File: src/rtl/trig_prm_pkg.sv
// -----------------------------------------------------------------------------
// trig_prm_pkg
// Shared definitions for the trigger-parameter scheduler:
//   - FSM state encoding
//   - default frame-sync timeout and post-write settle length
//   - bit positions of the fields inside a 32-bit parameter word
//   - prm_word(): builds a parameter word from its fields
// No ports (package).
// -----------------------------------------------------------------------------
package trig_prm_pkg;

    typedef enum logic [1:0] {
        ST_IDLE      = 2'd0,
        ST_WAIT_SYNC = 2'd1,
        ST_WRITE     = 2'd2,
        ST_SETTLE    = 2'd3
    } state_e;

    localparam logic [23:0] TIMEOUT_DEFAULT = 24'd2_100_000;
    localparam logic [3:0]  SETTLE_DEFAULT  = 4'd4;

    // Parameter word layout
    localparam int unsigned PRM_ACTIVE_BIT = 25;
    localparam int unsigned PRM_MODE_BIT   = 24;
    localparam int unsigned PRM_COUNT_MSB  = 23;
    localparam int unsigned PRM_COUNT_LSB  = 0;

    // Assemble a parameter word; unused upper bits are zero.
    function automatic logic [31:0] prm_word(input logic        active,
                                             input logic        mode,
                                             input logic [23:0] count);
        logic [31:0] w;
        w                               = 32'd0;
        w[PRM_ACTIVE_BIT]               = active;
        w[PRM_MODE_BIT]                 = mode;
        w[PRM_COUNT_MSB:PRM_COUNT_LSB]  = count;
        return w;
    endfunction

endpackage

File: src/rtl/trig_prm_scheduler_if.sv
// -----------------------------------------------------------------------------
// trig_prm_scheduler_if
// Request handshake between the two parameter producers and the scheduler.
//   req_valid [1:0]  per-requester write request (bit0 host, bit1 sequencer)
//   req_data  [63:0] {req1 word, req0 word}
//   req_ready [1:0]  one-hot, one-cycle accept pulse to the granted requester
// Modports: master (requesters), slave (scheduler).
// -----------------------------------------------------------------------------
interface trig_prm_scheduler_if;

    logic [1:0]  req_valid;
    logic [63:0] req_data;
    logic [1:0]  req_ready;

    modport master (
        output req_valid,
        output req_data,
        input  req_ready
    );

    modport slave (
        input  req_valid,
        input  req_data,
        output req_ready
    );

endinterface

File: src/rtl/trig_prm_scheduler_rr_arb2.sv
// -----------------------------------------------------------------------------
// rr_arb2
// Two-way round-robin arbiter, purely combinational. The last-grant pointer is
// held by the caller so it only moves on an actual accept.
//   valid    [1:0] requests
//   advance        grant allowed this cycle
//   last_ptr       0: req0 was granted last, 1: req1 was granted last
//   grant    [1:0] one-hot grant (all zero when advance=0 or no request)
// -----------------------------------------------------------------------------
module rr_arb2 (
    input  logic [1:0] valid,
    input  logic       advance,
    input  logic       last_ptr,
    output logic [1:0] grant
);

    // Pick a lone requester outright; on contention favour the one not granted last.
    always_comb begin
        grant = 2'b00;
        if (advance) begin
            case (valid)
                2'b01:   grant = 2'b01;
                2'b10:   grant = 2'b10;
                2'b11:   grant = last_ptr ? 2'b01 : 2'b10;
                default: grant = 2'b00;
            endcase
        end else begin
            grant = 2'b00;
        end
    end

endmodule

File: src/rtl/trig_prm_scheduler.sv
// -----------------------------------------------------------------------------
// trig_prm_scheduler
// Accepts parameter-write requests from two sources, waits for a frame-head
// edge of the trigger generator (or a timeout), then issues a single-cycle
// parameter write followed by a settle gap.
// Parameters:
//   P_TIMEOUT  max WAIT_SYNC cycles before a forced write
//   P_SETTLE   idle cycles after each write before the next grant
// Ports:
//   i_clk, i_rst     clock, asynchronous active-high reset
//   req_if           request handshake (slave side)
//   i_head_flag      frame-head flag from the trigger generator
//   i_ena_req        requested generator enable
//   o_ena            generator enable, only updated in IDLE
//   o_prm_we         one-cycle parameter write strobe
//   o_prmeter        parameter word, holds the last written value
//   o_busy           high outside IDLE
//   o_timeout        sticky: the last write was forced by timeout
// -----------------------------------------------------------------------------
module trig_prm_scheduler
    import trig_prm_pkg::*;
#(
    parameter logic [23:0] P_TIMEOUT = TIMEOUT_DEFAULT,
    parameter logic [3:0]  P_SETTLE  = SETTLE_DEFAULT
) (
    input  logic                 i_clk,
    input  logic                 i_rst,
    trig_prm_scheduler_if.slave  req_if,
    input  logic                 i_head_flag,
    input  logic                 i_ena_req,
    output logic                 o_ena,
    output logic                 o_prm_we,
    output logic [31:0]          o_prmeter,
    output logic                 o_busy,
    output logic                 o_timeout
);

    state_e      state_q,   state_d;
    logic [23:0] cnt_q,     cnt_d;
    logic [31:0] data_q,    data_d;
    logic        last_q,    last_d;
    logic        head_q,    head_d;
    logic        ena_q,     ena_d;
    logic        prm_we_q,  prm_we_d;
    logic [31:0] prmeter_q, prmeter_d;
    logic        busy_q,    busy_d;
    logic        timeout_q, timeout_d;

    logic [1:0]  grant_s;
    logic [31:0] sel_word_s;
    logic        head_edge_s;
    logic        settle_done_s;

    rr_arb2 u_arb (
        .valid    (req_if.req_valid),
        .advance  (state_q == ST_IDLE),
        .last_ptr (last_q),
        .grant    (grant_s)
    );

    // Ready is the grant itself so the requester sees the accept in the cycle
    // its word is latched; it is forced low while reset is held.
    assign req_if.req_ready = i_rst ? 2'b00 : grant_s;

    assign sel_word_s    = grant_s[1] ? req_if.req_data[63:32] : req_if.req_data[31:0];
    assign head_edge_s   = i_head_flag & ~head_q;
    // cnt_q counts settle cycles already spent, so this is the last one.
    assign settle_done_s = (cnt_q + 24'd1) >= {20'd0, P_SETTLE};

    // Next-state and datapath updates.
    always_comb begin
        state_d   = state_q;
        cnt_d     = cnt_q;
        data_d    = data_q;
        last_d    = last_q;
        ena_d     = ena_q;
        timeout_d = timeout_q;
        head_d    = i_head_flag;

        case (state_q)
            ST_IDLE: begin
                ena_d = i_ena_req;
                cnt_d = 24'd0;
                if (grant_s != 2'b00) begin
                    data_d    = sel_word_s;
                    last_d    = grant_s[1];
                    timeout_d = 1'b0;
                    state_d   = ST_WAIT_SYNC;
                end else begin
                    state_d   = ST_IDLE;
                end
            end
            ST_WAIT_SYNC: begin
                // A head edge is checked first so it wins over a coincident timeout.
                if (!ena_q || head_edge_s) begin
                    state_d = ST_WRITE;
                end else if (cnt_q == P_TIMEOUT) begin
                    timeout_d = 1'b1;
                    state_d   = ST_WRITE;
                end else begin
                    cnt_d = cnt_q + 24'd1;
                end
            end
            ST_WRITE: begin
                cnt_d   = 24'd0;
                state_d = ST_SETTLE;
            end
            ST_SETTLE: begin
                if (settle_done_s) begin
                    cnt_d   = 24'd0;
                    state_d = ST_IDLE;
                end else begin
                    cnt_d   = cnt_q + 24'd1;
                end
            end
            default: begin
                cnt_d   = 24'd0;
                state_d = ST_IDLE;
            end
        endcase

        // Outputs are registered from the next state so they line up with it.
        prm_we_d  = (state_d == ST_WRITE);
        prmeter_d = (state_d == ST_WRITE) ? data_d : prmeter_q;
        busy_d    = (state_d != ST_IDLE);
    end

    // State and output registers.
    always_ff @(posedge i_clk or posedge i_rst) begin
        if (i_rst) begin
            state_q   <= ST_IDLE;
            cnt_q     <= 24'd0;
            data_q    <= 32'd0;
            last_q    <= 1'b1;
            head_q    <= 1'b0;
            ena_q     <= 1'b0;
            prm_we_q  <= 1'b0;
            prmeter_q <= 32'd0;
            busy_q    <= 1'b0;
            timeout_q <= 1'b0;
        end else begin
            state_q   <= state_d;
            cnt_q     <= cnt_d;
            data_q    <= data_d;
            last_q    <= last_d;
            head_q    <= head_d;
            ena_q     <= ena_d;
            prm_we_q  <= prm_we_d;
            prmeter_q <= prmeter_d;
            busy_q    <= busy_d;
            timeout_q <= timeout_d;
        end
    end

    assign o_ena     = ena_q;
    assign o_prm_we  = prm_we_q;
    assign o_prmeter = prmeter_q;
    assign o_busy    = busy_q;
    assign o_timeout = timeout_q;

endmodule

File: src/flat_wrapper.sv
// flat-port wrapper written by rule: the top's interface ports become plain ports
module trig_prm_scheduler_flat import trig_prm_pkg::*;
#(
    parameter logic [23:0] P_TIMEOUT = TIMEOUT_DEFAULT,
    parameter logic [3:0]  P_SETTLE  = SETTLE_DEFAULT
)
  (i_clk, i_rst, i_head_flag, i_ena_req, o_ena, o_prm_we, o_prmeter, o_busy, o_timeout, req_if_req_valid, req_if_req_data, req_if_req_ready);
  trig_prm_scheduler_if req_if_i ();
  input  logic i_clk;
  input  logic i_rst;
  input  logic i_head_flag;
  input  logic i_ena_req;
  output logic o_ena;
  output logic o_prm_we;
  output logic [31:0] o_prmeter;
  output logic o_busy;
  output logic o_timeout;
  input wire logic [$bits(req_if_i.req_valid)-1:0] req_if_req_valid;
  input wire logic [$bits(req_if_i.req_data)-1:0] req_if_req_data;
  output wire logic [$bits(req_if_i.req_ready)-1:0] req_if_req_ready;
  assign req_if_i.req_valid = req_if_req_valid;
  assign req_if_i.req_data = req_if_req_data;
  assign req_if_req_ready = req_if_i.req_ready;
  trig_prm_scheduler #(.P_TIMEOUT(P_TIMEOUT), .P_SETTLE(P_SETTLE)) u_core (.i_clk(i_clk), .i_rst(i_rst), .req_if(req_if_i), .i_head_flag(i_head_flag), .i_ena_req(i_ena_req), .o_ena(o_ena), .o_prm_we(o_prm_we), .o_prmeter(o_prmeter), .o_busy(o_busy), .o_timeout(o_timeout));
endmodule
File: config.mk
export PLATFORM = sky130hd
export DESIGN_NAME = trig_prm_scheduler_flat
export DESIGN_NICKNAME = d
export VERILOG_FILES = /design/src/rtl/trig_prm_pkg.sv /design/src/rtl/trig_prm_scheduler_if.sv /design/src/rtl/trig_prm_scheduler_rr_arb2.sv /design/src/rtl/trig_prm_scheduler.sv /design/src/flat_wrapper.sv
export SDC_FILE = /design/constraint.sdc
export NUM_CORES = 1
export LEC_CHECK = 0
export CAP_MARGIN = 20
export CORE_AREA = 3 3 103 105
export CTS_CLUSTER_DIAMETER = 30
export DETAILED_ROUTE_END_ITERATION = 8
export DIE_AREA = 0 0 106 108
export MAX_ROUTING_LAYER = met4
export PLACE_DENSITY = 0.78
export SYNTH_ARGS = -nofsm -noshare
export SYNTH_HDL_FRONTEND = slang
export SYNTH_SLANG_ARGS = --single-unit
File: constraint.sdc
create_clock -name i_clk -period 8.29 [get_ports i_clk]
set_clock_uncertainty 0.15 [all_clocks]
set_input_delay 1.658 -clock i_clk [delete_from_list [all_inputs] [get_ports i_clk]]
set_output_delay 1.658 -clock i_clk [all_outputs]
set_load 0.03 [all_outputs]
==> results of run 1 <==
## stage by stage
step,area (µm²),cells
6_report,6160,682
4_1_cts,6140,681
5_1_grt,6160,682
3_3_place_gp,5920,665
3_5_place_dp,5920,665
2_1_floorplan,4810,451
## cell usage in the layout, fill, tap and decap left out, types with 6 or more instances in the layout
master / count
clkdlybuf4s50_1: 107
xor2_1: 14
inv_1: 7
nor2_2: 6
clkbuf_8: 10
dfrtp_1: 95
and3_1: 6
nand3_1: 10
nand4_1: 13
xnor2_1: 6
mux2_2: 34
nand2_1: 52
a21oi_1: 10
o21ai_0: 43
mux2i_1: 33
nor2_1: 24
nor3_1: 6
## cell type report
type | count | area, µm²
Clock inverter | 6 | 77.6
Fill cell | 810 | 3560
Sequential cell | 96 | 2400
Timing Repair Buffer | 110 | 1110
Multi-Input combinational cell | 318 | 2230
Clock buffer | 10 | 138
Tap cell | 133 | 166
Inverter | 9 | 40.0
## path summary, 6_finish.rpt
check                                    start             endpoint  slack (ps)  cells past startpoint
max                        req_if_req_valid[0]  req_if_req_ready[1]        2810                      5
min                          u_core.data_q[20]    u_core.data_q[20]         350                      2
max reg2reg                    u_core.cnt_q[1]     u_core.cnt_q[10]        4830                      9
min reg2reg                  u_core.data_q[20]    u_core.data_q[20]         350                      2
max in group asynchronous                i_rst     u_core.cnt_q[12]        5260                      3
min in group asynchronous                i_rst     u_core.data_q[6]        1560                      2
## worst reg2reg max path: cells and delay by family, from the launching register on
| family | cells | cell delay, ps |
|---|---|---|
| adder cells (fa/ha/maj) | 1 | 400 |
| AO/OA/AOI/OAI | 1 | 330 |
| flip-flops | 1 | 470 |
| AND/OR/NAND/NOR | 6 | 1920 |
| XOR/XNOR | 1 | 120 |
## logic make-up after synthesis
logic type	Yosys count
DFF	96
and+or+nand+nor	154
xor gates and xnor gates	20
adders and majority gates	2
AOI/OAI and AO/OA	75
muxes	67
buffers and inverters	37
## state kept, by name, summed over array words and instances, names as in the netlist
signal and flops:
u_core.o_prmeter 32, u_core.o_timeout 1, u_core.o_ena 1, u_core.o_prm_we 1
u_core.data_q 32, u_core.last_q 1, u_core.state_q 2, u_core.head_q 1
u_core.cnt_q 24, u_core.o_busy 1
## power by group through the flow
stage | registers [mW] | clock network [mW] | logic, mW
2_1_floorplan | 0.858 | 0 | 0.354
3_3_place_gp | 0.724 | 0 | 0.734
3_5_place_dp | 0.732 | 0 | 0.755
4_1_cts | 0.726 | 0.330 | 0.758
5_1_grt | 0.748 | 0.352 | 0.814
6_report | 0.725 | 0.322 | 0.753
## metal layers
layer  vias to the layer above  part of all wire, %
met1                      1813                   43
met5                         -                    0
met2                       139                   48
met3                        16                  7.2
met4                         0                  1.5
li1                       1795                    -
==> flow_summary.ini, run 1 <==
[clock_tree]
cts_setup_buffers = 0
cts_tree = yes
clk_pin_slew_ps = 100
cts_root_buf = clkbuf_8
post_cts_resized = 0
hold_buffers = 0
cts.sinks = 96
cts_htree_levels = 3
clockBufferDepth = 2
clk_latency_ps = 360
cts_buffers = 9

[yosys]
synth.most_common_cell = dfrtp_1
synth_xor_area_share_pct = 3.64
synth_top_family_by_area = simple AND/OR/NAND/NOR gates
synth_area_leaders = dfrtp_1 49%, mux2_2 8.0%, mux2i_1 6.9%
yosys_register_bits = 96
syn_area_per_cell_um2 = 10.7
synth_commonest_cells = 95 x dfrtp_1, 52 x nand2_1, 44 x o21ai_0
yosys_most_used_dff = dfrtp_1
muxShareOfSynthArea_pct = 14.8
yosys_warnings = 0
synth_cells = 451
yosysUniqueCellTypes = 52
yosysSeqAreaShare_pct = 49.9
syn_area_mm2 = 0.00481
synthSimpleGateAreaFrac_pct = 17.6
synthAdderAreaFrac_pct = 0.520
synth_top_area_share_pct = 49.4
synth_compound_gate_area_share_pct = 9.31
yosys.area.top_type = dfrtp_1
synth_fp_nets = 523
synthArstFlopShare_pct = 100
synth-edff-count = 0

[sta]
setup_viol = 0
finalMaxSlewViolations = 0
timing.hold.ws_ps = 347
tightest_slew_ps = 777
maxSlewHeadroom_pct = 48.2
fmax_ghz = 0.182
fin_crit_sh_pct = 66.2
tns_ps = 0
min_period_ps = 5480
setup_ws_ps = 2810
rsz0062_at_grt = false
hold_violations = 0

[grt]
grt_util_met1_pct = 27.0
grtUsageMet3_pct = 5.13
grt_max_degree = 68
use_met2_pct = 33.2
track_usage_pct = 21.0
overflow = 0
grt_antenna_before_repair = 0
first_global_vias = 3849
top_usage_layer = met2
grt_pass1_wl_um = 18800

[power]
p_per_area_mw_per_mm2 = 292
ir_worst_vdd_mv = 0.187
combinationalPowerShare_pct = 41.8
power_mw = 1.80
seqPwrFrac_pct = 40.3
leakagePower_nw = 2.86
power.internal_mw = 1.11
p_switching_mw = 0.685
clock_power_share_pct = 17.9
sw_frac_of_total_pct = 38.1

[critical_path]
cp_top_family = buffers and inverters
slowest_delay_ps = 700
cp_common_cell = clkdlybuf4s50_1
cpMaxStageDelayCell = clkdlybuf4s50_1
crit_buf_inv = 2
criticalPathCategory = in2out
end_kind = primary output
crit_arrival_ps = 3680
crit_chain = clkdlybuf4s50_1 > nand2_1 > nand3_2 > nor2_1 > clkdlybuf4s50_1
critPathRequiredTime_ps = 6480
crit_fanout = 17
cp-start-kind = primary input

[drt]
wl_per_cell_um = 16.1
vias = 3763
detail-route-antenna-nets = 0
drt_iter0_drc = 261
wl_um = 11000
routed_via_density = 5.52
firstDrtPassIters = 6
drc = 0

[run]
drv_cap = 0

[place]
gp_congestion = 0.905
pre_cts_slack_ps = 2380
post-dp-hpwl_um = 7800
portBuffers = 107

[finish]
layout.nets = 616
area_growth_pct = 28.1
fin_util_pct = 63.4
drive_above_1_share_pct = 14.6
num_antenna_cells = 0

[outcome]
outcome = complete, no violations

[die]
core_area_mm2 = 0.00973
ios = 108
die-area_mm2 = 0.0114
start_util_pct = 49.5
die_x_um = 106
num_rows = 36
die_h_um = 108

[min_path]
hold_path_class = reg2reg
Note: power is estimated with default switching activity, not from simulation.
==> run 2, diff against run 1 <==
clock period = 5.3 ns   (was 8.29 ns; I/O delays follow)
==> run 2 against run 1 <==
  * Non-clock buffer count up 1
  * Largest power group unchanged
  * Critical endpoint is now req_if_req_ready[0]
  * Highest routed layer unchanged
  * Total power up 60%
  * Critical path type unchanged
  * Count of clock-buffer cells in the layout down 1
==> flow_summary.ini, run 2 (synthesized netlist as in run 1, its figures left out) <==
[sta]
setup_ws_ps = 1480
rsz0062_at_grt = false
tightest_slew_ps = 678
setup_viol = 0
min_period_ps = 3820
hold_violations = 0
fmax_ghz = 0.261
fin_crit_sh_pct = 72.2
tns_ps = 0
maxSlewHeadroom_pct = 54.7
finalMaxSlewViolations = 0

[min_path]
hold_path_class = reg2reg

[drt]
wl_met3_um = 698
vias = 3731
wl_um = 10900
firstDrtPassIters = 4
drc = 0
drt_iter0_drc = 166
top_layer_used = met4
routed_via_density = 5.47
met1_length_um = 4740
wl_met2_um = 5410
detail-route-antenna-nets = 0
wl_per_cell_um = 16.0

[place]
gp_congestion = 0.923
post-dp-hpwl_um = 7960
portBuffers = 107
placedCellCount = 667
pre_cts_slack_ps = 1490

[critical_path]
cpMaxStageDelayCell = clkdlybuf4s50_1
crit_chain = clkdlybuf4s50_1 > nand2_1 > nor3_1 > clkdlybuf4s50_1
crit_buf_inv = 2
cp_top_family = buffers and inverters
cp-start-kind = primary input
cp_common_cell = clkdlybuf4s50_1
slowest_delay_ps = 700
end_kind = primary output
crit_fanout = 3
criticalPathCategory = in2out
crit_arrival_ps = 2610
critPathRequiredTime_ps = 4090

[grt]
grt_pass1_wl_um = 18700
track_usage_pct = 20.9
first_global_vias = 3916
grt_antenna_before_repair = 0
grt_max_degree = 50
overflow = 0

[clock_tree]
cts_tree = yes
post_cts_resized = 0
clk_latency_ps = 350
clockBufferDepth = 2
cts_buffers = 9
clk_pin_slew_ps = 90
cts_setup_buffers = 0
cts_root_buf = clkbuf_8
hold_buffers = 0
cts_htree_levels = 3
cts.sinks = 96

[finish]
final_cell_mix = 107 x clkdlybuf4s50_1, 95 x dfrtp_1, 52 x nand2_1
num_antenna_cells = 0
finalNonFillerCells = 682
drive_above_1_share_pct = 14.6
area_growth_pct = 28.3
layout.nets = 617
layout_commonest_cell = clkdlybuf4s50_1

[power]
power.internal_mw = 1.82
p_switching_mw = 1.06
leakagePower_nw = 2.86
clock_power_share_pct = 19.7
combinationalPowerShare_pct = 40.9
ir_worst_vdd_mv = 0.279
sw_frac_of_total_pct = 36.8
seqPwrFrac_pct = 39.4
p_per_area_mw_per_mm2 = 465

[run]
drv_cap = 0

[die]
die_x_um = 106
core_area_mm2 = 0.00973
die-area_mm2 = 0.0114
start_util_pct = 49.5
ios = 108
num_rows = 36
die_h_um = 108

[outcome]
outcome = complete, no violations
## run 2: cell types whose count changed in the layout (fill, tap and decap cells not counted), sizes merged
| cell | delta |
|---|---|
| buf | +1 |
| bufinv | +2 |
| clkbuf | -1 |
| clkinv | -4 |
| clkinvlp | +1 |
| inv | +1 |
## run 2: through the flow
stage | hold WS (ps) | utilization (%) | power, mW | area (µm²)
2_1_floorplan | 299 | - | 1.90 | 4810
3_3_place_gp | 311 | 61.0 | 2.28 | 5940
3_5_place_dp | 321 | 61.0 | 2.33 | 5940
4_1_cts | 344 | 63.5 | 2.90 | 6180
5_1_grt | 376 | 63.5 | 3.06 | 6180
6_report | 339 | 63.5 | 2.87 | 6180
## run 2: cell type report
class / instances / area (µm²)
clock buffers: 9 / 124
inverters: 9 / 40.0
repair buffers: 111 / 1100
fillers: 797 / 3550
well taps: 133 / 166
clock inverters: 6 / 115
flip-flops and latches: 96 / 2400
multi-input cells: 318 / 2230
## run 2: power by group through the flow
stage,clock network (mW),registers [mW],logic (mW)
6_report,0.567,1.13,1.17
3_3_place_gp,0,1.13,1.15
4_1_cts,0.578,1.13,1.19
2_1_floorplan,0,1.34,0.554
3_5_place_dp,0,1.14,1.18
5_1_grt,0.615,1.17,1.28
## run 2: routing by layer
metal / vias to the layer above / GRT usage [%]
met5: - / -
met4: 0 / 4.07
met3: 8 / 5.01
met2: 116 / 34.1
met1: 1819 / 27.1
li1: 1788 / -
## run 2: worst register-to-register path: stages, from the launching register on
cell      delay, ps
dfrtp_1         470
ha_1            390
nand4_4         200
nor4_1          370
xor2_1          120
nor4bb_1        380
nand4_1         140
or4_4           600
a21o_4          330
nor3_1          200
## run 2: worst paths after layout
path                                startpoint              endpoint  slack [ps]  cells after the start
max                        req_if_req_valid[0]   req_if_req_ready[0]        1480                      4
min                          u_core.data_q[24]     u_core.data_q[24]         340                      2
max reg2reg                    u_core.cnt_q[1]      u_core.cnt_q[10]        1890                      9
min reg2reg                  u_core.data_q[24]     u_core.data_q[24]         340                      2
max in group asynchronous                i_rst      u_core.cnt_q[14]        3480                      3
min in group asynchronous                i_rst  u_core.o_prmeter[16]        1080                      3
==> run 3, diff against run 2 <==
clock period = 3.63 ns   (was 5.3 ns; I/O delays follow)
==> run 3 against run 2 <==
  * Sequential cell count stayed put
  * Worst hold slack improved by 6.1 ps
  * Design area up 0.41%
  * Register-to-register slack worse by 1600 ps
  * Die area stayed put
  * Wire length is 0.64% higher
  * First-iteration DRC count rose by 31%
==> flow_summary.ini, run 3 (synthesized netlist as in run 1, its figures left out) <==
[outcome]
outcome = complete, no violations

[critical_path]
rr_startpoint = u_core.cnt_q[1]
end_kind = register
criticalPathCategory = reg2reg
r2r_setup_slack_ps = 280
rr_worst_depth = 9
r2r-end = u_core.cnt_q[10]
critPathRequiredTime_ps = 3770
cp-start-kind = register
crit_arrival_ps = 3490
crit_fanout = 17

[run]
drv_cap = 0

[sta]
timing.hold.ws_ps = 345
setup_viol = 0
fin_crit_sh_pct = 92.3
min_period_ps = 3350
setup_ws_ps = 279
tightest_slew_ps = 669
hold_violations = 0
tns_ps = 0
rsz0062_at_grt = false
maxSlewHeadroom_pct = 55.3
fmax_ghz = 0.298
finalMaxSlewViolations = 0

[finish]
fin_area_mm2 = 0.00620
num_antenna_cells = 0
layout_commonest_cell = clkdlybuf4s50_1
layout.nets = 620
final_cell_mix = 107 x clkdlybuf4s50_1, 95 x dfrtp_1, 52 x nand2_1
finalNonFillerCells = 685
area_growth_pct = 28.8
drive_above_1_share_pct = 15.0

[grt]
top_usage_layer = met2
overflow = 0
grtUsageMet3_pct = 6.03
grt_max_degree = 59
use_met2_pct = 32.7
first_global_vias = 3916
track_usage_pct = 21.1
grt_antenna_before_repair = 0
grt_util_met1_pct = 27.0
grt_pass1_wl_um = 18700

[clock_tree]
cts_setup_buffers = 0
post_cts_resized = 0
clk_pin_slew_ps = 100
cts_buffers = 9
clockBufferDepth = 2
clk_latency_ps = 360
cts_htree_levels = 3
cts_root_buf = clkbuf_8
cts.sinks = 96
hold_buffers = 0
cts_tree = yes

[place]
gp_congestion = 0.966
portBuffers = 107
pre_cts_slack_ps = 356
placedCellCount = 670
placed_area_mm2 = 0.00598
post-dp-hpwl_um = 7950

[min_path]
hold_path_end = u_core.data_q[10]
worstHoldPathCells = 2
hold_path_class = reg2reg
min_from = u_core.data_q[10]

[drt]
vias = 3755
firstDrtPassIters = 5
wl_per_cell_um = 16.0
drc = 0
detail-route-antenna-nets = 0
drt_iter0_drc = 217
routed_via_density = 5.48
wl_um = 11000

[power]
p_per_area_mw_per_mm2 = 671
leakagePower_nw = 2.87
ir_worst_vdd_mv = 0.469

[die]
die_h_um = 108
die_x_um = 106
die-area_mm2 = 0.0114
num_rows = 36
core_area_mm2 = 0.00973
ios = 108
start_util_pct = 49.5
run 3: per-stage QoR:
step	power (mW)	util, %
after detailed placement	3.41	61.5
after global routing	4.42	63.7
after global placement	3.35	61.5
final	4.16	63.7
after CTS	4.20	63.7
after floorplan	2.77	-
run 3: worst max path at each step:
| stage | from | end | slack [ps] | depth (start not counted) |
|---|---|---|---|---|
| 6_report | u_core.cnt_q[1] | u_core.cnt_q[10] | 280 | 9 |
| 5_1_grt | u_core.cnt_q[1] | u_core.cnt_q[10] | 40 | 9 |
| 4_1_cts | u_core.cnt_q[1] | u_core.cnt_q[6] | 320 | 9 |
| 3_5_place_dp | u_core.cnt_q[1] | u_core.cnt_q[10] | 360 | 9 |
| 3_3_place_gp | u_core.cnt_q[1] | u_core.cnt_q[10] | 460 | 9 |
| 2_1_floorplan | i_rst | u_core.cnt_q[0] | 250 | 1 |
run 3: cell type report:
class / instances / area (µm²)
inverter: 9 / 40.0
tap: 133 / 166
multi-input combinational: 318 / 2230
clock inverter: 6 / 92.6
timing repair buffer: 114 / 1150
sequential: 96 / 2400
clock buffer: 9 / 124
fill: 759 / 3530
run 3: layer usage:
layer / part of all wire, % / vias up
li1: - / 1794
met1: 44 / 1808
met2: 48 / 131
met3: 6.2 / 22
met4: 1.6 / 0
met5: 0 / -
run 3: critical path, cell delays in order, from the launching register on:
cell and delay (ps):
dfrtp_1 470, ha_1 360, nand4_4 190, nor4_1 360, xor2_1 120, nor4bb_1 350
nand4_1 140, or4_4 600, a21o_4 320, nor3_1 200
run 3: report_power, final:
part           internal, mW  switching, mW  total (mW)
sequential             1.45          0.206        1.65
combinational         0.764          0.969        1.73
clock                 0.389          0.384       0.774
